File: src/rtl/bcd_pkg.sv
// bcd_pkg: shared types and constants for the digit-serial BCD adder/subtractor.
// Optional feature macro in this slice: BCD_INPUT_CHECK_EN (adds err output).
package bcd_pkg;

    typedef enum logic [1:0] {
        IDLE,
        RUN,
        DONE
    } state_t;

    localparam int         BCD_DIGIT_W = 4;
    localparam logic [3:0] BCD_MAX     = 4'd9;
    localparam logic [3:0] BCD_CORR    = 4'd6;

endpackage

File: src/rtl/bcd_digit_add.sv
// bcd_digit_add: one-digit combinational BCD adder with decimal correction.
// Macro BCD_INPUT_CHECK_EN adds the invalid-digit output.
module bcd_digit_add
    import bcd_pkg::*;
(
    input  logic [3:0] a_d,
    input  logic [3:0] b_d,
    input  logic       cin,
    output logic [3:0] s_d,
`ifdef BCD_INPUT_CHECK_EN
    output logic       invalid,
`endif
    output logic       cout
);

    logic [4:0] raw;

    // binary sum then +6 correction whenever the digit overflows nine
    always_comb begin
        raw  = {1'b0, a_d} + {1'b0, b_d} + {4'd0, cin};
        s_d  = raw[3:0];
        cout = 1'b0;
        if (raw > {1'b0, BCD_MAX}) begin
            s_d  = raw[3:0] + BCD_CORR;
            cout = 1'b1;
        end
    end

`ifdef BCD_INPUT_CHECK_EN
    // nines(b) > 9 exactly when b > 9, so checking the muxed digit suffices
    always_comb begin
        invalid = (a_d > BCD_MAX) || (b_d > BCD_MAX);
    end
`endif

endmodule

File: src/rtl/bcd_serial_addsub.sv
// bcd_serial_addsub: digit-serial BCD add/subtract, LSD first, one digit per clk.
// Macro BCD_INPUT_CHECK_EN adds err, flagging any latched digit above nine.
module bcd_serial_addsub
    import bcd_pkg::*;
#(
    parameter  int N_DIGITS = 4,
    localparam int W        = 4 * N_DIGITS
) (
    input  logic         clk,
    input  logic         rst,
    input  logic         start,
    input  logic         mode,
    input  logic         cin,
    input  logic [W-1:0] a,
    input  logic [W-1:0] b,
    output logic         ready,
    output logic         valid,
    output logic [W-1:0] sum,
`ifdef BCD_INPUT_CHECK_EN
    output logic         err,
`endif
    output logic         cout
);

    localparam int CW = (N_DIGITS > 1) ? $clog2(N_DIGITS) : 1;
    localparam logic [CW-1:0] LAST = CW'(N_DIGITS - 1);

    state_t        state;
    logic [W-1:0]  a_sr;
    logic [W-1:0]  b_sr;
    logic          mode_r;
    logic          carry;
    logic [CW-1:0] cnt;
    logic [3:0]    b_eff;
    logic [3:0]    s_d;
    logic          d_cout;
`ifdef BCD_INPUT_CHECK_EN
    logic          d_inv;
    logic          err_acc;
`endif

    // subtract uses the nines-complement of each B digit
    always_comb begin
        b_eff = b_sr[3:0];
        if (mode_r) begin
            b_eff = BCD_MAX - b_sr[3:0];
        end
    end

    bcd_digit_add u_dig (
        .a_d     (a_sr[3:0]),
        .b_d     (b_eff),
        .cin     (carry),
        .s_d     (s_d),
`ifdef BCD_INPUT_CHECK_EN
        .invalid (d_inv),
`endif
        .cout    (d_cout)
    );

    // control FSM with registered handshake and result outputs
    always_ff @(posedge clk) begin
        if (rst) begin
            state  <= IDLE;
            ready  <= 1'b1;
            valid  <= 1'b0;
            sum    <= '0;
            cout   <= 1'b0;
            cnt    <= '0;
            carry  <= 1'b0;
            a_sr   <= '0;
            b_sr   <= '0;
            mode_r <= 1'b0;
`ifdef BCD_INPUT_CHECK_EN
            err     <= 1'b0;
            err_acc <= 1'b0;
`endif
        end else begin
            valid <= 1'b0;
            unique case (state)
                IDLE: begin
                    if (start) begin
                        a_sr   <= a;
                        b_sr   <= b;
                        mode_r <= mode;
                        carry  <= mode ? ~cin : cin;
                        cnt    <= '0;
                        ready  <= 1'b0;
                        state  <= RUN;
`ifdef BCD_INPUT_CHECK_EN
                        err_acc <= 1'b0;
`endif
                    end
                end
                RUN: begin
                    a_sr  <= a_sr >> BCD_DIGIT_W;
                    b_sr  <= b_sr >> BCD_DIGIT_W;
                    sum   <= (sum >> BCD_DIGIT_W)
                           | (W'(s_d) << (W - BCD_DIGIT_W));
                    carry <= d_cout;
                    cnt   <= cnt + 1'b1;
`ifdef BCD_INPUT_CHECK_EN
                    err_acc <= err_acc | d_inv;
`endif
                    if (cnt == LAST) begin
                        state <= DONE;
                    end
                end
                DONE: begin
                    valid <= 1'b1;
                    cout  <= carry;
                    ready <= 1'b1;
                    state <= IDLE;
`ifdef BCD_INPUT_CHECK_EN
                    err <= err_acc;
`endif
                end
                default: begin
                    state <= IDLE;
                end
            endcase
        end
    end

endmodule

File: config.mk
export PLATFORM = sky130hd
export DESIGN_NAME = bcd_serial_addsub
export DESIGN_NICKNAME = d
export VERILOG_FILES = /design/src/rtl/bcd_pkg.sv /design/src/rtl/bcd_digit_add.sv /design/src/rtl/bcd_serial_addsub.sv
export SDC_FILE = /design/constraint.sdc
export NUM_CORES = 1
export LEC_CHECK = 0
export ABC_AREA = 0
export ABC_CLOCK_PERIOD_IN_PS = 3280
export BUFFER_PORTS_ARGS = -buffer_cell sky130_fd_sc_hd__buf_2
export CORE_ASPECT_RATIO = 1.1
export CORE_MARGIN = 1
export CORE_UTILIZATION = 54
export DETAILED_ROUTE_END_ITERATION = 6
export HOLD_SLACK_MARGIN = 0.05
export PLACE_DENSITY_LB_ADDON = 0.08
export SETUP_SLACK_MARGIN = 0.15
export SKIP_LAST_GASP = 1
export SLEW_MARGIN = 20
export SYNTH_ARGS = -nofsm -noshare
export SYNTH_HDL_FRONTEND = slang
export SYNTH_SLANG_ARGS = --single-unit
File: constraint.sdc
create_clock -name clk -period 3.28 [get_ports clk]
set_clock_uncertainty 0.2 [all_clocks]
set_input_delay 0.656 -clock clk [delete_from_list [all_inputs] [get_ports clk]]
set_output_delay 0.656 -clock clk [all_outputs]
set_load 0.05 [all_outputs]
==> run summary, run 1 <==
WORST SETUP PATH
--------------------------------------------------------------------------------
Required time of the critical path ................................      3.31 ns
Crit path buffers/inverters .......................................            1
Slowest cell on the critical path .................................      dfxtp_1
Launching element type of the critical path .......................    flip-flop
Arr. time, crit path ..............................................      2.97 ns
Critical Setup Path Class .........................................      reg2reg
CP delay by family, top ...........................................  adder cells
Beginning of the worst register-to-register path .................. mode_r$_SDFFE_PP0P_
Crit path largest cell delay ......................................      0.43 ns
Ordered list of cells on the worst path ........................... xnor2_1 > fa_1 > inv_1 > fa_1 > xnor2_2 > ha_1 > o21ai_0 > and4b_4 > or3_1 > a32o_1
Critical path capture point type ..................................    flip-flop
Library cell appearing most often on the critical path ............         fa_1
CP Launch Point ................................................... mode_r$_SDFFE_PP0P_
Worst-path fanout max .............................................            5

DRT
--------------------------------------------------------------------------------
Drt via density ...................................................        5.400
Detailed-route via count ..........................................         2322
Detail-routed net length per standard cell ........................     12.74 µm
First-pass iteration count of the detailed router .................            6
DRC violation total after the first TritonRoute iteration .........          143
Final wirelength ..................................................     5.480 mm
Count of antenna-violating nets left after detailed routing .......            0
Detailed-route DRC error count ....................................            0

TIMING
--------------------------------------------------------------------------------
Fin. max-slew vios ................................................            0
Count of final setup violators ....................................            0
Shortest clock period the worst path allows after layout ..........     2.942 ns
Final TNS setup ...................................................         0 ns
Unrepaired setup endpoints after global routing ...................        false
Slew at the pin closest to its max-slew limit .....................    0.6444 ns
Final hold violations .............................................            0
Slew HR ...........................................................       56.71%
Max Freq ..........................................................    339.9 MHz
Final setup slack of the worst path ...............................    0.3377 ns
Crit share post-route .............................................       89.70%

LAYOUT
--------------------------------------------------------------------------------
Sequential cell area ..............................................     1141 µm²
Multi-input combinational cell area ...............................     1295 µm²
Total number of nets in the final design ..........................          417
Area Overhead vs Synth ............................................       20.35%
Count of inserted antenna diode cells .............................            0
Fraction of final layout cells with drive strength greater than 1 .       21.54%
Fillcell total ....................................................          375

DIE
--------------------------------------------------------------------------------
Height of the die .................................................     74.18 µm
Number of primary I/O pins ........................................           56
# rows ............................................................           25
Die X .............................................................     67.62 µm
Core box area .....................................................     4410 µm²
Die Outline Area ..................................................     5016 µm²
Starting utilization of the core area .............................       57.99%

CLOCK TREE
--------------------------------------------------------------------------------
Buffer cell driving the clock tree root ...........................     clkbuf_8
TritonCTS clock tree ..............................................        built
Clock insertion delay at the later pin of the skew report .........      0.33 ns
Number of buffers on the longest clock path .......................            2
TritonCTS Sinks ...................................................           57
H-tree depth ......................................................            3
Setup bufs post-CTS ...............................................            0
CTS buffer count ..................................................            9
Gates resized, CTS repair .........................................            0
CTS Hold Buffers Added ............................................            0
Clock-pin transition on the worst setup and hold timing paths .....      0.07 ns

LOGIC SYNTHESIS
--------------------------------------------------------------------------------
Number of flops mapped to enable cells by yosys ...................            0
Synthesized flop and latch total ..................................           57
Mean Syn Cell Area ................................................    7.942 µm²
Post-synth ARST share .............................................           0%
Most frequently used cell type in the post-synthesis netlist ......      nand2_1
Top cells by instance count after synthesis ....................... nand2_1 (76), dfxtp_1 (57), nor2_1 (53)
Total of warnings raised by yosys .................................            0
Synthesized netlist net count .....................................          368
Post-synthesis instance area ......................................     2557 µm²
Unique cell type count in the Yosys netlist .......................           34
Cells taking the most area after synthesis ........................ dfxtp_1 (45%), nand2_1 (11%), a311oi_1 (8.2%)
Cell taking the most area after synthesis .........................      dfxtp_1
Proportion of synthesized chip area in sequential cells ...........       44.62%
Commonest register cell after synthesis ...........................      dfxtp_1
Synth Instances ...................................................          322
Share of the synthesized area in the top cell type ................       44.62%

PLACEMENT
--------------------------------------------------------------------------------
Final weighted congestion in routability-driven placement .........       0.8095
HPWL after detailed placement .....................................     3.795 mm
Port Buffers ......................................................           55
Pre-CTS WS ........................................................    0.3263 ns

PWR
--------------------------------------------------------------------------------
Pwr dens .......................................................... 582.3 nW/µm²
IR drop worst, VDD ................................................    0.3286 mV
Standby leakage power .............................................     1.359 nW

MIN PATH
--------------------------------------------------------------------------------
Hold WC Path Type .................................................      reg2reg
Start point of the worst min-delay path ........................... sum[3]$_SDFFE_PP0P_

GRT
--------------------------------------------------------------------------------
Total Routing Usage GR ............................................       24.20%
Largest net degree at the start of global routing .................           40
Wire length of the first global-routing pass ......................     9.018 mm
Number of antenna violations at the first check in global routing .            0
Number of global-route vias before repair .........................         2026
Gr ovfl total .....................................................            0

RUN STATUS
--------------------------------------------------------------------------------
Run status ........................................................ complete, no violations

JOB
--------------------------------------------------------------------------------
Count of max-cap constraint violations ............................            0

[logic make-up after synthesis]
logic type                 Yosys count  share of synthesized area, %
DFF                                 57                         44.62
and+or+nand+nor                    147                         23.58
buffers and inverters               32                         4.941
muxes                                3                         1.174
adders and majority gates            9                         4.990
AOI/OAI and AO/OA                   70                         19.03
xor gates and xnor gates             4                         1.664
[worst register-to-register path: cells and delay by family (launching register included)]
family	cells	cell delay, ns
and+or+nand+nor	2	0.53
adders and majority gates	3	0.87
xor gates and xnor gates	2	0.42
DFF	1	0.43
buffers and inverters	1	0.06
AOI/OAI and AO/OA	2	0.33
[layout make-up]
type	count	area share, %
clock buffers	14	5.610
clock inverters	2	1.138
inverters	9	1.098
multi-input cells	233	42.07
flip-flops and latches	57	37.07
well taps	54	2.195
repair buffers	61	10.81
[flip-flops by register name (all words and copies together) (netlist names)]
name / cells
a_sr: 16
state: 2
b_sr: 16
carry: 1
ready: 1
mode_r: 1
sum: 16
cnt: 2
valid: 1
cout: 1
[metal layers]
layer	track usage [%]	vias to the layer above	part of all wire, %
li1	-	1205	-
met1	32.44	1058	48
met2	36.19	48	46
met3	5.061	11	3.6
met4	13.00	0	2.0
met5	0	-	0
[where the power goes]
| part | internal (mW) | leakage [nW] | switching, mW |
|---|---|---|---|
| sequential | 0.742 | 0.468 | 0.0349 |
| combinational | 0.130 | 0.784 | 0.202 |
| clock | 0.413 | 0.107 | 0.270 |
[stage by stage]
step / hold WS [ns] / cells / utilization [%] / instance area [µm²] / power, mW
3_5_place_dp: 0.2446 / 414 / 65.08 / 2870 / 1.124
4_1_cts: 0.2536 / 430 / 69.79 / 3078 / 1.802
6_report: 0.2489 / 430 / 69.79 / 3078 / 1.792
2_1_floorplan: 0.2436 / 322 / - / 2557 / 1.036
5_1_grt: 0.2892 / 430 / 69.79 / 3078 / 1.879
3_3_place_gp: 0.2393 / 414 / 65.08 / 2870 / 1.116
[layout by cell type (no fill, tap or decap), types with 2 or more instances in the layout]
cell type	count
a22oi_1	10
buf_2	55
nand3_1	2
nand3b_1	2
a211oi_1	3
a311oi_1	24
o21ai_0	6
ha_1	7
and3_1	2
clkbuf_1	2
dfxtp_1	57
buf_4	5
inv_1	8
nor3_1	3
nor2_1	52
nand2_1	76
xnor2_1	2
nand2b_1	2
fa_1	2
a31oi_1	2
clkbuf_8	12
mux2i_1	3
a21oi_1	22
[worst paths after layout]
path / end / slack, ns / cells past startpoint
worst max-delay path: sum[13]$_SDFFE_PP0P_ / 0.34 / 10
worst max register to register: sum[13]$_SDFFE_PP0P_ / 0.34 / 10
worst min register to register: sum[3]$_SDFFE_PP0P_ / 0.25 / 2
worst min-delay path: sum[3]$_SDFFE_PP0P_ / 0.25 / 2
(Power assumes the default switching activity.)
==> inputs of run 2 (changes only) <==
- PLACE_DENSITY: default -> 0.89
- PLACE_DENSITY_LB_ADDON: 0.08 -> default
- SYNTH_HIERARCHICAL: default -> 1
==> run 2 against run 1 <==
Compared with the run above:
- register-to-register slack worse by 0.06 ns
- synthesized cell count down 16%
- sequential share of layout area down 0.17 points
- sequential cell count unchanged
- critical path depth up 1
- final area up 0.57%
- synthesized area up 4.0%
- via count down 11%
- die area up 3.9%
- sequential power about the same
- critical path type unchanged
- critical endpoint unchanged
- highest routed layer unchanged
==> run summary, run 2 <==
RUN STATUS
--------------------------------------------------------------------------------
Run status ........................................................ complete, no violations

LOGIC SYNTHESIS
--------------------------------------------------------------------------------
Cells taking the most area after synthesis ........................ dfxtp_1 (43%), mux2i_1 (11%), a211oi_2 (9.4%)
Synthesized flop and latch total ..................................           57   unchanged
Proportion of synthesized chip area in sequential cells ...........       42.90%   -1.7 points
Number of flops mapped to enable cells by yosys ...................            0   unchanged
Post-synth ARST share .............................................           0%   unchanged
Most frequently used cell type in the post-synthesis netlist ......      dfxtp_1
Dominant combinational cell family by area after synthesis ........ compound AO/OA/AOI/OAI gates
Mean Syn Cell Area ................................................    9.852 µm²   +24%
Complex-gate fraction of the synthesized area .....................       20.74%   +1.7 points
Post-synthesis instance area ......................................     2660 µm²   +4.0%
Top cells by instance count after synthesis ....................... dfxtp_1 (57), nor2_1 (39), nand2_1 (35)
Unique cell type count in the Yosys netlist .......................           36   +5.9%
Total of warnings raised by yosys .................................            6   +6
Cell taking the most area after synthesis .........................      dfxtp_1
Synthesized netlist net count .....................................          315   -14%
Adder-cell area share of the yosys netlist ........................       4.327%   -0.66 points
Synth Area in Simple Gates ........................................       13.31%   -10 points
Commonest register cell after synthesis ...........................      dfxtp_1
Share of the synthesized area in the top cell type ................       42.90%   -1.7 points
Fraction of synthesized cell area in xor and xnor cells ...........       1.646%   -0.017 points
Synth Instances ...................................................          270   -16%
Fraction of synthesized area in multiplexers ......................       10.54%   +9.4 points

DRT
--------------------------------------------------------------------------------
DRC violation total after the first TritonRoute iteration .........           83   -42%
Detail-routed net length per standard cell ........................     13.55 µm   +6.3%
Detailed-route DRC error count ....................................            0   unchanged
First-pass iteration count of the detailed router .................            4   -2
Detailed-route via count ..........................................         2068   -11%
Final wirelength ..................................................     5.188 mm   -5.3%
Count of antenna-violating nets left after detailed routing .......            0   unchanged
Drt via density ...................................................        5.399   about the same

MIN PATH
--------------------------------------------------------------------------------
Min-Delay Path Depth ..............................................            2   unchanged
Hold WC Path Type .................................................      reg2reg

PWR
--------------------------------------------------------------------------------
Standby leakage power .............................................     1.303 nW   -4.2%
IR drop worst, VDD ................................................    0.5238 mV   +59%
Pwr dens .......................................................... 577.2 nW/µm²   -0.88%

WORST SETUP PATH
--------------------------------------------------------------------------------
Ordered list of cells on the worst path ........................... xor2_1 > fa_2 > fa_2 > inv_1 > ha_1 > a31o_1 > o31ai_4 > buf_4 > xnor2_1 > nand2_1 > a21oi_1
Arr. time, crit path ..............................................      3.07 ns   +0.10 ns
Critical path capture point type ..................................    flip-flop
Launching element type of the critical path .......................    flip-flop
Library cell appearing most often on the critical path ............         fa_2
Worst-path fanout max .............................................            5   unchanged
Slowest cell on the critical path .................................         fa_2
Worst r2r path cells ..............................................           11   +1
Required time of the critical path ................................      3.35 ns   +0.04 ns
Critical Setup Path Class .........................................      reg2reg
Crit path largest cell delay ......................................      0.53 ns   +0.10 ns
Worst reg2reg setup slack .........................................      0.27 ns   -0.06 ns

TIMING
--------------------------------------------------------------------------------
Slew at the pin closest to its max-slew limit .....................    0.6853 ns   +0.04088 ns
Unrepaired setup endpoints after global routing ...................        false
Count of final setup violators ....................................            0   unchanged
Max Freq ..........................................................    332.8 MHz   -2.1%
Final hold violations .............................................            0   unchanged
Fin. max-slew vios ................................................            0   unchanged
Final TNS setup ...................................................         0 ns   unchanged
Shortest clock period the worst path allows after layout ..........     3.005 ns   +0.06282 ns
Slew HR ...........................................................       54.32%   -2.4 points
Crit share post-route .............................................       91.62%   +1.9 points

CLOCK TREE
--------------------------------------------------------------------------------
Buffer cell driving the clock tree root ...........................     clkbuf_8
TritonCTS clock tree ..............................................        built
CTS Hold Buffers Added ............................................            0   unchanged
CTS buffer count ..................................................            9   unchanged
Clock insertion delay at the later pin of the skew report .........      0.34 ns   about the same
H-tree depth ......................................................            3   unchanged
TritonCTS Sinks ...................................................           57   unchanged
Clock-pin transition on the worst setup and hold timing paths .....      0.06 ns   about the same
Number of buffers on the longest clock path .......................            2   unchanged

LAYOUT
--------------------------------------------------------------------------------
Fraction of final layout cells with drive strength greater than 1 .       31.80%   +10 points
Count of inserted antenna diode cells .............................            0   unchanged
Leading cell type in the layout, fill and taps excluded ...........      dfxtp_1
Area Overhead vs Synth ............................................       16.37%
Core utilization of the finished layout ...........................       66.08%   -3.7 points
Fillcell total ....................................................          374   -0.27%
Total number of nets in the final design ..........................          367   -12%
Largest registers in the final layout ............................. a_sr: 16 flops, b_sr: 16 flops, sum: 16 flops
Most frequent cells in the layout ................................. dfxtp_1 (56), buf_2 (55), nor2_1 (38), nand2_1 (35), mux2i_1 (28)

GRT
--------------------------------------------------------------------------------
Gr ovfl total .....................................................            0   unchanged
Number of global-route vias before repair .........................         1923   -5.1%
Wire length of the first global-routing pass ......................     8.307 mm   -7.9%
Largest net degree at the start of global routing .................           50   +25%
Number of antenna violations at the first check in global routing .            0   unchanged
Total Routing Usage GR ............................................       22.36%   -1.8 points

DIE
--------------------------------------------------------------------------------
Core box area .....................................................     4684 µm²   +6.2%
Number of primary I/O pins ........................................           56   unchanged
# rows ............................................................           26   +4.0%
Starting utilization of the core area .............................       56.78%   -1.2 points
Die X .............................................................     68.92 µm   +1.9%
Height of the die .................................................     75.61 µm   +1.9%
Die Outline Area ..................................................     5211 µm²   +3.9%

JOB
--------------------------------------------------------------------------------
Count of max-cap constraint violations ............................            0   unchanged

PLACEMENT
--------------------------------------------------------------------------------
Port Buffers ......................................................           55   unchanged
HPWL after detailed placement .....................................     3.591 mm   -5.4%
Final weighted congestion in routability-driven placement .........       0.7862   -2.9%

-- run 2: final timing paths --
| kind | from | endpoint |
|---|---|---|
| setup / recovery | mode_r$_SDFFE_PP0P_ | sum[13]$_SDFFE_PP0P_ |
| hold / removal | sum[1]$_SDFFE_PP0P_ | sum[1]$_SDFFE_PP0P_ |
| setup reg to reg | mode_r$_SDFFE_PP0P_ | sum[13]$_SDFFE_PP0P_ |
| hold reg to reg | sum[1]$_SDFFE_PP0P_ | sum[1]$_SDFFE_PP0P_ |
-- run 2: power by group --
part | internal (mW) | switching [mW] | total [mW] | leakage (nW)
clock network | 0.357 | 0.269 | 0.627 | 0.0960
logic | 0.159 | 0.221 | 0.381 | 0.738
registers | 0.743 | 0.0362 | 0.779 | 0.469
-- run 2: per-stage QoR --
stage	cell area (µm²)	power (mW)	hold slack (ns)	worst slack (ns)	cells
final	3095	1.787	0.2522	0.2749	383
after global routing	3095	1.869	0.2805	0.1575	383
after CTS	3078	1.781	0.2578	0.1944	382
after detailed placement	2884	1.160	0.2494	0.1392	366
after global placement	2884	1.143	0.2403	0.3018	366
after floorplan	2660	1.093	0.2629	0.4105	270
-- run 2: worst max-delay path: cells and delay by family, from the launching register on --
family | cells | cell delay, ns
simple gates | 1 | 0.07
buf+inv | 2 | 0.23
xor+xnor | 2 | 0.29
flops | 1 | 0.35
fa+ha+maj | 3 | 1.12
compound gates | 3 | 0.68
-- run 2: kinds of logic (layout without fill, tap and decap cells) --
| group | Yosys count | count (layout) |
|---|---|---|
| XOR/XNOR | 5 | 5 |
| AO/OA/AOI/OAI | 63 | 63 |
| multiplexers | 28 | 28 |
| buffers and inverters | 25 | 82 |
| flip-flops | 57 | 57 |
| AND/OR/NAND/NOR | 84 | 84 |
| adder cells (fa/ha/maj) | 8 | 8 |
-- run 2: final cells by class --
cell class	count	area, µm²	area share [%]
clock buffer	15	186.4	6.023
tap	56	70.07	2.264
clock inverter	1	7.507	0.2425
inverter	6	22.52	0.7276
timing repair buffer	60	312.8	10.11
multi-input combinational	188	1354	43.73
sequential	57	1142	36.90
-- run 2: routing by layer --
| layer | track usage [%] | vias to the layer above | part of all wire, % |
|---|---|---|---|
| li1 | - | 1049 | - |
| met3 | 7.186 | 11 | 5.8 |
| met4 | 14.97 | 0 | 3.0 |
| met2 | 37.22 | 61 | 48 |
| met5 | 0 | - | 0 |
| met1 | 24.00 | 947 | 43 |
-- run 2: what timing repair did --
action	in CTS	in global routing
endpoints found under the setup margin	1	3
buffers inserted	0	1
resized for setup	0	5
pin swaps	1	2
